File: src/rtl/color_pkg.sv
// Shared color types used by the rasterizer front end.
// color12_t packs 4 bits each of R, G and B.
package color_pkg;

  typedef logic [11:0] color12_t;

endpackage

File: src/rtl/math_pkg.sv
// Shared fixed-point arithmetic types.
// q16_16_t is a signed value with 16 integer bits and 16 fractional bits.
package math_pkg;

  typedef logic signed [31:0] q16_16_t;

endpackage

File: src/rtl/rasterizer_pkg.sv
// Triangle setup descriptor shared by the rasterizer stages.
// Traversal scans the integer pixel bbox; the remaining fields travel with each pixel.
package rasterizer_pkg;

  import color_pkg::*;
  import math_pkg::*;

  localparam int RAST_SUBPIXEL_BITS  = 4;
  localparam int RAST_DENOM_INV_BITS = 36;
  localparam int COORD_INT_BITS      = 12;
  localparam int BBOX_BITS           = 16;

  typedef logic signed [COORD_INT_BITS+RAST_SUBPIXEL_BITS-1:0] fixed_coord_t;

  typedef struct packed {
    fixed_coord_t                         v0x;
    fixed_coord_t                         v0y;
    fixed_coord_t                         e0x;
    fixed_coord_t                         e0y;
    fixed_coord_t                         e1x;
    fixed_coord_t                         e1y;
    logic signed [RAST_DENOM_INV_BITS-1:0] denom_inv;
    logic [BBOX_BITS-1:0]                 bbox_min_x;
    logic [BBOX_BITS-1:0]                 bbox_min_y;
    logic [BBOX_BITS-1:0]                 bbox_max_x;
    logic [BBOX_BITS-1:0]                 bbox_max_y;
    color12_t                             v0_color;
    color12_t                             v1_color;
    color12_t                             v2_color;
    q16_16_t                              v0_depth;
    q16_16_t                              v1_depth;
    q16_16_t                              v2_depth;
  } triangle_t;

  typedef enum logic [0:0] {
    ST_IDLE = 1'b0,
    ST_SCAN = 1'b1
  } trav_state_e;

endpackage

File: src/rtl/pixel_traversal.sv
// Walks the screen-clamped bounding box of one triangle in raster order,
// emitting one pixel per downstream handshake.
module pixel_traversal
  import rasterizer_pkg::*;
#(
  parameter int WIDTH          = 320,
  parameter int HEIGHT         = 240,
  parameter int SUBPIXEL_BITS  = 4,
  parameter int DENOM_INV_BITS = 36
) (
  input  logic                      clk,
  input  logic                      rst,
  input  triangle_t                 tri_in,
  input  logic                      tri_valid,
  output logic                      tri_ready,
  output logic [$clog2(WIDTH)-1:0]  out_x,
  output logic [$clog2(HEIGHT)-1:0] out_y,
  output triangle_t                 out_tri,
  output logic                      out_valid,
  input  logic                      out_ready,
  output logic                      tri_done,
  output logic                      busy
);

  localparam int XW = $clog2(WIDTH);
  localparam int YW = $clog2(HEIGHT);
  localparam logic [BBOX_BITS-1:0] LAST_X = BBOX_BITS'(WIDTH - 1);
  localparam logic [BBOX_BITS-1:0] LAST_Y = BBOX_BITS'(HEIGHT - 1);

  if (SUBPIXEL_BITS != RAST_SUBPIXEL_BITS || DENOM_INV_BITS != RAST_DENOM_INV_BITS) begin : g_bad_fmt
    $error("pixel_traversal: fixed-point widths must match rasterizer_pkg");
  end

  trav_state_e   state_q, state_d;
  logic [XW-1:0] x_q, x_d;
  logic [YW-1:0] y_q, y_d;
  triangle_t     tri_q, tri_d, clamp_s;
  logic          out_valid_q, out_valid_d;
  logic          tri_done_q, tri_done_d;
  logic          drop_s;

  // Clamp the incoming bbox to the screen and flag triangles with nothing to draw.
  always_comb begin
    clamp_s = tri_in;
    if (tri_in.bbox_max_x > LAST_X) begin
      clamp_s.bbox_max_x = LAST_X;
    end else begin
      clamp_s.bbox_max_x = tri_in.bbox_max_x;
    end
    if (tri_in.bbox_max_y > LAST_Y) begin
      clamp_s.bbox_max_y = LAST_Y;
    end else begin
      clamp_s.bbox_max_y = tri_in.bbox_max_y;
    end
    drop_s = (clamp_s.bbox_min_x > clamp_s.bbox_max_x) ||
             (clamp_s.bbox_min_y > clamp_s.bbox_max_y) ||
             (tri_in.denom_inv == {DENOM_INV_BITS{1'b0}});
  end

  // Next-state logic for acceptance, raster stepping and completion.
  always_comb begin
    state_d     = state_q;
    x_d         = x_q;
    y_d         = y_q;
    tri_d       = tri_q;
    out_valid_d = out_valid_q;
    tri_done_d  = 1'b0;
    case (state_q)
      ST_IDLE: begin
        out_valid_d = 1'b0;
        if (tri_valid) begin
          tri_d = clamp_s;
          if (drop_s) begin
            tri_done_d = 1'b1;
          end else begin
            // min <= clamped max <= screen edge, so the low bits hold the full value.
            state_d     = ST_SCAN;
            out_valid_d = 1'b1;
            x_d         = clamp_s.bbox_min_x[XW-1:0];
            y_d         = clamp_s.bbox_min_y[YW-1:0];
          end
        end else begin
          tri_d = tri_q;
        end
      end
      ST_SCAN: begin
        if (out_ready) begin
          if (x_q == tri_q.bbox_max_x[XW-1:0]) begin
            x_d = tri_q.bbox_min_x[XW-1:0];
            if (y_q == tri_q.bbox_max_y[YW-1:0]) begin
              state_d     = ST_IDLE;
              out_valid_d = 1'b0;
              tri_done_d  = 1'b1;
            end else begin
              y_d = y_q + YW'(1'b1);
            end
          end else begin
            x_d = x_q + XW'(1'b1);
          end
        end else begin
          state_d = state_q;
        end
      end
      default: begin
        state_d     = ST_IDLE;
        out_valid_d = 1'b0;
      end
    endcase
  end

  // State and output registers with asynchronous reset.
  always_ff @(posedge clk or posedge rst) begin
    if (rst) begin
      state_q     <= ST_IDLE;
      x_q         <= '0;
      y_q         <= '0;
      tri_q       <= '0;
      out_valid_q <= 1'b0;
      tri_done_q  <= 1'b0;
    end else begin
      state_q     <= state_d;
      x_q         <= x_d;
      y_q         <= y_d;
      tri_q       <= tri_d;
      out_valid_q <= out_valid_d;
      tri_done_q  <= tri_done_d;
    end
  end

  assign tri_ready = (state_q == ST_IDLE);
  assign busy      = (state_q != ST_IDLE);
  assign out_x     = x_q;
  assign out_y     = y_q;
  assign out_tri   = tri_q;
  assign out_valid = out_valid_q;
  assign tri_done  = tri_done_q;

endmodule

File: config.mk
export PLATFORM = sky130hd
export DESIGN_NAME = pixel_traversal
export DESIGN_NICKNAME = d
export VERILOG_FILES = /design/src/rtl/color_pkg.sv /design/src/rtl/math_pkg.sv /design/src/rtl/rasterizer_pkg.sv /design/src/rtl/pixel_traversal.sv
export SDC_FILE = /design/constraint.sdc
export NUM_CORES = 1
export LEC_CHECK = 0
export BUFFER_PORTS_ARGS = -buffer_cell sky130_fd_sc_hd__buf_2
export CAP_MARGIN = 20
export CORE_AREA = 2 2 267 269
export CTS_CLUSTER_DIAMETER = 50
export DETAILED_ROUTE_END_ITERATION = 10
export DIE_AREA = 0 0 269 271
export PLACE_DENSITY = 0.41
export SETUP_SLACK_MARGIN = 0.4
export SLEW_MARGIN = 20
export SYNTH_ARGS = -nofsm -noshare
export SYNTH_HDL_FRONTEND = slang
export SYNTH_SLANG_ARGS = --single-unit
File: constraint.sdc
create_clock -name clk -period 12.8 [get_ports clk]
set_input_delay 0.64 -clock clk [delete_from_list [all_inputs] [get_ports clk]]
set_output_delay 0.64 -clock clk [all_outputs]
set_load 0.03 [all_outputs]
* Word-level counts from Yosys, hierarchy flattened
Cells that the tools add are included.
Storage, ports and cells: register bits after elaboration 348, output and inout port bits 349, bits of input ports 332
Cells by class: eq/ne operators 8, $add $sub $neg 2, reduce and logical (&&, ||, !) cells 7, multiplexer cells 29, order comparisons 4, bitwise gates (word level) 1
Operator list (number):
- $mux 8 | 5
- $logic_not 36->1 | 1
- $mux 9 | 4
- $gt 16x16->1 | 2
- $mux 16 | 2
- $pmux 9 s2 | 1
- $gt 16x8->1 const B | 1
- $gt 16x9->1 const B | 1
- $pmux 8 s2 | 1
- $mux 1 | 13
- $add 9x1->9 const B | 1
- $eq 9x9->1 | 1
- $add 8x1->8 const B | 1
- $eq 8x8->1 | 1
- $ne 2x2->1 const B | 4
- $pmux 1 s2 | 3
- $reduce_and 3->1 | 2
- $reduce_and 5->1 | 1
- $ne 2x1->1 const B | 2
- $logic_or 1x1->1 | 2
- $reduce_and 2->1 | 1
- $not 1->1 | 1

* Depth between registers and ports, before layout
word-level depth 8, mapped depth 14, depth with buffers taken out 13

* Least setup slack after synthesis
OpenSTA, ideal clock, no wires.
kind input -> register, start point input port tri_in[147] in the netlist's numbering, end point register x_q[1] (netlist: out_x[1]), setup time 0.125 ns, slack 9.428 ns, arrival time 3.248 ns, stages on the path 13, path through nor4_1 -> nand2_1 -> a41o_1 -> inv_1 -> nand2_1 -> ha_1 -> nand4_1 -> or3_1 -> o221a_2 -> o2111a_1 -> buf_6 -> a21boi_4 -> mux2_2
On the way: longest elaborated chain between the ends 7
Ends and longest elaborated chain:
- from (decl) | line pixel_traversal.sv:13 | input triangle_t tri_in,
- $gt 16x8->1 | line pixel_traversal.sv:50 | if (tri_in.bbox_max_y > LAST_Y) begin
- $mux 16 * | line pixel_traversal.sv:50
- $gt 16x16->1 * | line pixel_traversal.sv:56 | (clamp_s.bbox_min_y > clamp_s.bbox_max_y) ||
- $logic_or 1x1->1 * | line pixel_traversal.sv:55 | drop_s = (clamp_s.bbox_min_x > clamp_s.bbox_max_x) ||
- $logic_or 1x1->1 * | line pixel_traversal.sv:56
- $ne 2x2->1 (no source line) *
- $reduce_and 3->1 (no source line) *
- to (signal assigned) | line pixel_traversal.sv:115 | x_q <= '0;
- to (signal assigned) | line pixel_traversal.sv:122 | x_q <= x_d;
- to (decl) | line pixel_traversal.sv:35 | logic [XW-1:0] x_q, x_d;
Every way passes the cells marked *; elsewhere a longest branch is shown, timed or not. A chain may end at the register's enable or synchronous reset.

* Worst setup path after layout
start point register state_q (netlist: busy), end point register tri_q (netlist bit out_tri[73])
On the way: longest elaborated chain between the ends 2
Ends and longest elaborated chain:
- from (decl) | line pixel_traversal.sv:34 | trav_state_e state_q, state_d;
- from (signal assigned) | line pixel_traversal.sv:121 | state_q <= state_d;
- $not 1->1 (no source line)
- $reduce_and 2->1 (no source line)
- to (signal assigned) | line pixel_traversal.sv:124 | tri_q <= tri_d;
- to (decl) | line pixel_traversal.sv:37 | triangle_t tri_q, tri_d, clamp_s;
No other way between the ends.

==> load_flow_metrics.sql <==
INSERT INTO impl_metrics (metric_group, metric, value, unit) VALUES
('critical_path', 'worst_path_cell_chain', 'buf_4 -> clkinv_1 -> nand2_4 -> buf_4 -> buf_4 -> buf_16 -> nand2_1 -> nand2_1', ''),
('power', 'irDropWorstVdd', '0.1088', 'mV'),
('synthesis', 'synth_sequential_area_ratio', '0.6006', ''),
('synthesis', 'synth_top_area_share', '0.6006', ''),
('critical_path', 'ff2ff_path_depth', '8', ''),
('finish', 'num-nets-final', '2683', ''),
('placed_design', 'placed_cells_incl_taps', '3196', ''),
('die', 'row_count', '97', ''),
('placed_design', 'gp_routability_congestion', '0.8565', ''),
('clock_network', 'cts_tree', 'yes', ''),
('synthesis', 'synth.lib_cells_used.distinct', '46', ''),
('drt', 'postRouteWirelength', '54960', 'µm'),
('timing', 'setup_violations', '0', ''),
('clock_network', 'clkTransAtPathRegs', '60', 'ps'),
('die', 'io-pin-count', '681', ''),
('critical_path', 'r2r_end', 'out_tri[73]$_DFFE_PP0P_', ''),
('critical_path', 'timing.critical_path.slowest_stage_cell', 'buf_4', ''),
('die', 'floorplan.die.width', '269', 'µm'),
('global_route', 'globalRouteOverflowTotal', '0', ''),
('synthesis', 'number_of_synthesized_register_bits', '348', ''),
('die', 'floorplan.die.height', '271', 'µm'),
('finish', 'drive_above_1_share', '0.3448', ''),
('placed_design', 'place.port_buffers', '680', ''),
('drt', 'via_per_inst', '4.048', ''),
('clock_network', 'clock-sinks', '348', ''),
('flow_run', 'maxCapViolations', '0', ''),
('drt', 'drt_first_iter_violations', '717', ''),
('critical_path', 'setup.worst_path.end_class', 'flop', ''),
('synthesis', 'number_of_synthesized_flops_with_an_enable_pin', '0', ''),
('synthesis', 'synth_cells', '1628', ''),
('critical_path', 'timing.critical_path.arrival', '4500', 'ps'),
('finish', 'finalNonFillerCells', '3308', ''),
('timing', 'final-hold-violation-count', '0', ''),
('global_route', 'grt_pass1_wl', '82910', 'µm'),
('drt', 'detail_route.drc_violations', '0', ''),
('placed_design', 'post-dp-hpwl', '40360', 'µm'),
('outcome', 'run_status', 'complete, no violations', ''),
('drt', 'detailed_route_via_count', '13390', ''),
('placed_design', 'detailed_place.area', '0.01895', 'mm²'),
('timing', 'tightest_slew', '1048', 'ps'),
('synthesis', 'yosysTopAreaCell', 'dfrtp_1', ''),
('critical_path', 'crit-reg2reg-launch', 'busy$_DFF_PP0_', ''),
('clock_network', 'cts_inserted_buffers', '56', ''),
('synthesis', 'syn-mean-instance-area', '8.906', 'µm²'),
('global_route', 'track_usage', '0.1461', ''),
('global_route', 'via_count_of_the_first_global_routing_pass', '13720', ''),
('timing', 'rsz0062_at_grt', 'false', ''),
('die', 'floorplan.core_area', '0.06979', 'mm²'),
('die', 'floorplan.initialDensity', '0.2078', ''),
('die', 'die-area', '0.07290', 'mm²'),
('synthesis', 'synth_warnings', '0', ''),
('clock_network', 'cts.repair_timing.setup_buffer_count', '0', ''),
('synthesis', 'share_of_synthesized_registers_carrying_an_async_set_or_reset', '1.000', ''),
('drt', 'routed_wire_length_per_instance', '16.61', 'µm'),
('critical_path', 'crit_path_frequent_cell', 'buf_4', ''),
('critical_path', 'slowest_stage_delay_cp', '850', 'ps'),
('clock_network', 'cts-root-buf', 'clkbuf_16', ''),
('clock_network', 'clock_path_buffers', '3', ''),
('timing', 'period_needed', '3990', 'ps'),
('timing', 'post-route-period-util', '0.3117', ''),
('drt', 'detail-route-antenna-nets', '0', ''),
('critical_path', 'setup.worst_path.class', 'flop to flop', ''),
('critical_path', 'timing.critical_path.from_type', 'flop', ''),
('synthesis', 'post_synth_instance_area', '0.01450', 'mm²'),
('finish', 'filler_cell_count', '7504', ''),
('synthesis', 'synth_ff_type', 'dfrtp_1', ''),
('global_route', 'antenna_found_initial', '11', ''),
('timing', 'maxSlewHeadroom', '0.3014', ''),
('finish', 'postLayoutCoreUtil', '0.3005', ''),
('clock_network', 'clock_insertion_delay_worst_skew', '580', 'ps'),
('synthesis', 'post-synth-top-count-cell', 'nand2_1', '');
-- cells in the final DEF, fill, tap and decap left out, types with 5 or more instances in the layout --
master	n
a211oi_1	5
a21oi_1	21
and3_1	5
buf_2	680
buf_4	10
bufinv_16	7
clkbuf_1	10
clkbuf_16	57
clkbuf_8	6
clkinv_2	5
clkinv_4	6
conb_1	15
dfrtp_1	348
diode_2	7
ha_1	34
inv_1	13
inv_6	7
mux2_2	13
nand2_1	925
nand3_1	12
nand4_1	17
nor2_1	25
nor2b_1	16
nor4_1	13
o21ai_0	30
xnor2_1	18
xor2_1	6
-- logic make-up after synthesis --
family	count (synthesis)	synth area share
AOI/OAI and AO/OA	79	0.03564
xor gates and xnor gates	24	0.01450
adders and majority gates	34	0.02934
buffers and inverters	92	0.02433
DFF	348	0.6006
muxes	15	0.01148
other	1	0.0002586
and+or+nand+nor	1035	0.2838
-- critical path, delay by kind of cell, from the launching register on --
kind / cells / cell delay [ps]
DFF: 1 / 320
and+or+nand+nor: 3 / 1000
buffers and inverters: 5 / 2400
-- per-layer routing --
layer  vias up  track usage  part of all wire
met5         -            0           0.00062
met4         6      0.04401             0.020
met3        76      0.03559             0.066
met2       407       0.2636              0.53
met1      6385       0.1688              0.39
li1       6517            -                 -
-- through the flow --
| step | worst slack [ps] | hold slack, ps |
|---|---|---|
| 6_report | 8810 | 249.6 |
| 5_1_grt | 8445 | 214.9 |
| 4_1_cts | 8538 | 194.3 |
| 3_5_place_dp | 8559 | 456.5 |
| 3_3_place_gp | 8670 | 451.3 |
| 2_1_floorplan | 2510 | 649.6 |
-- state kept, by name (all words and copies together), names as in the netlist --
signal and cells:
out_valid 1, out_tri 328, out_x 9, tri_done 1, out_y 8, busy 1
-- power by group --
group / internal (mW) / switching, mW / total, mW / leakage [nW]
Sequential: 1.59 / 0.305 / 1.90 / 4.31
Clock: 0.996 / 0.565 / 1.56 / 0.933
Combinational: 0.678 / 1.81 / 2.49 / 6.39
Total: 3.26 / 2.68 / 5.94 / 11.6
-- layout make-up --
| type | instances | area (µm²) | share of cell area |
|---|---|---|---|
| clock buffers | 73 | 1546 | 0.07375 |
| diodes | 7 | 17.52 | 0.0008353 |
| clock inverters | 29 | 379.1 | 0.01808 |
| flip-flops and latches | 348 | 8708 | 0.4153 |
| inverters | 15 | 63.81 | 0.003043 |
| repair buffers | 694 | 3573 | 0.1704 |
| well taps | 940 | 1176 | 0.05609 |
| multi-input cells | 1202 | 5505 | 0.2625 |
-- worst max path at each step --
stage,start,endpoint,slack [ps],cells after the start
3_3_place_gp,busy$_DFF_PP0_,out_tri[37]$_DFFE_PP0P_,8670,7
5_1_grt,busy$_DFF_PP0_,out_tri[54]$_DFFE_PP0P_,8440,8
4_1_cts,busy$_DFF_PP0_,out_tri[73]$_DFFE_PP0P_,8540,7
3_5_place_dp,busy$_DFF_PP0_,out_tri[73]$_DFFE_PP0P_,8560,7
2_1_floorplan,rst,busy$_DFF_PP0_,2510,1
6_report,busy$_DFF_PP0_,out_tri[73]$_DFFE_PP0P_,8810,8
Power figures use the tool's default switching activity.
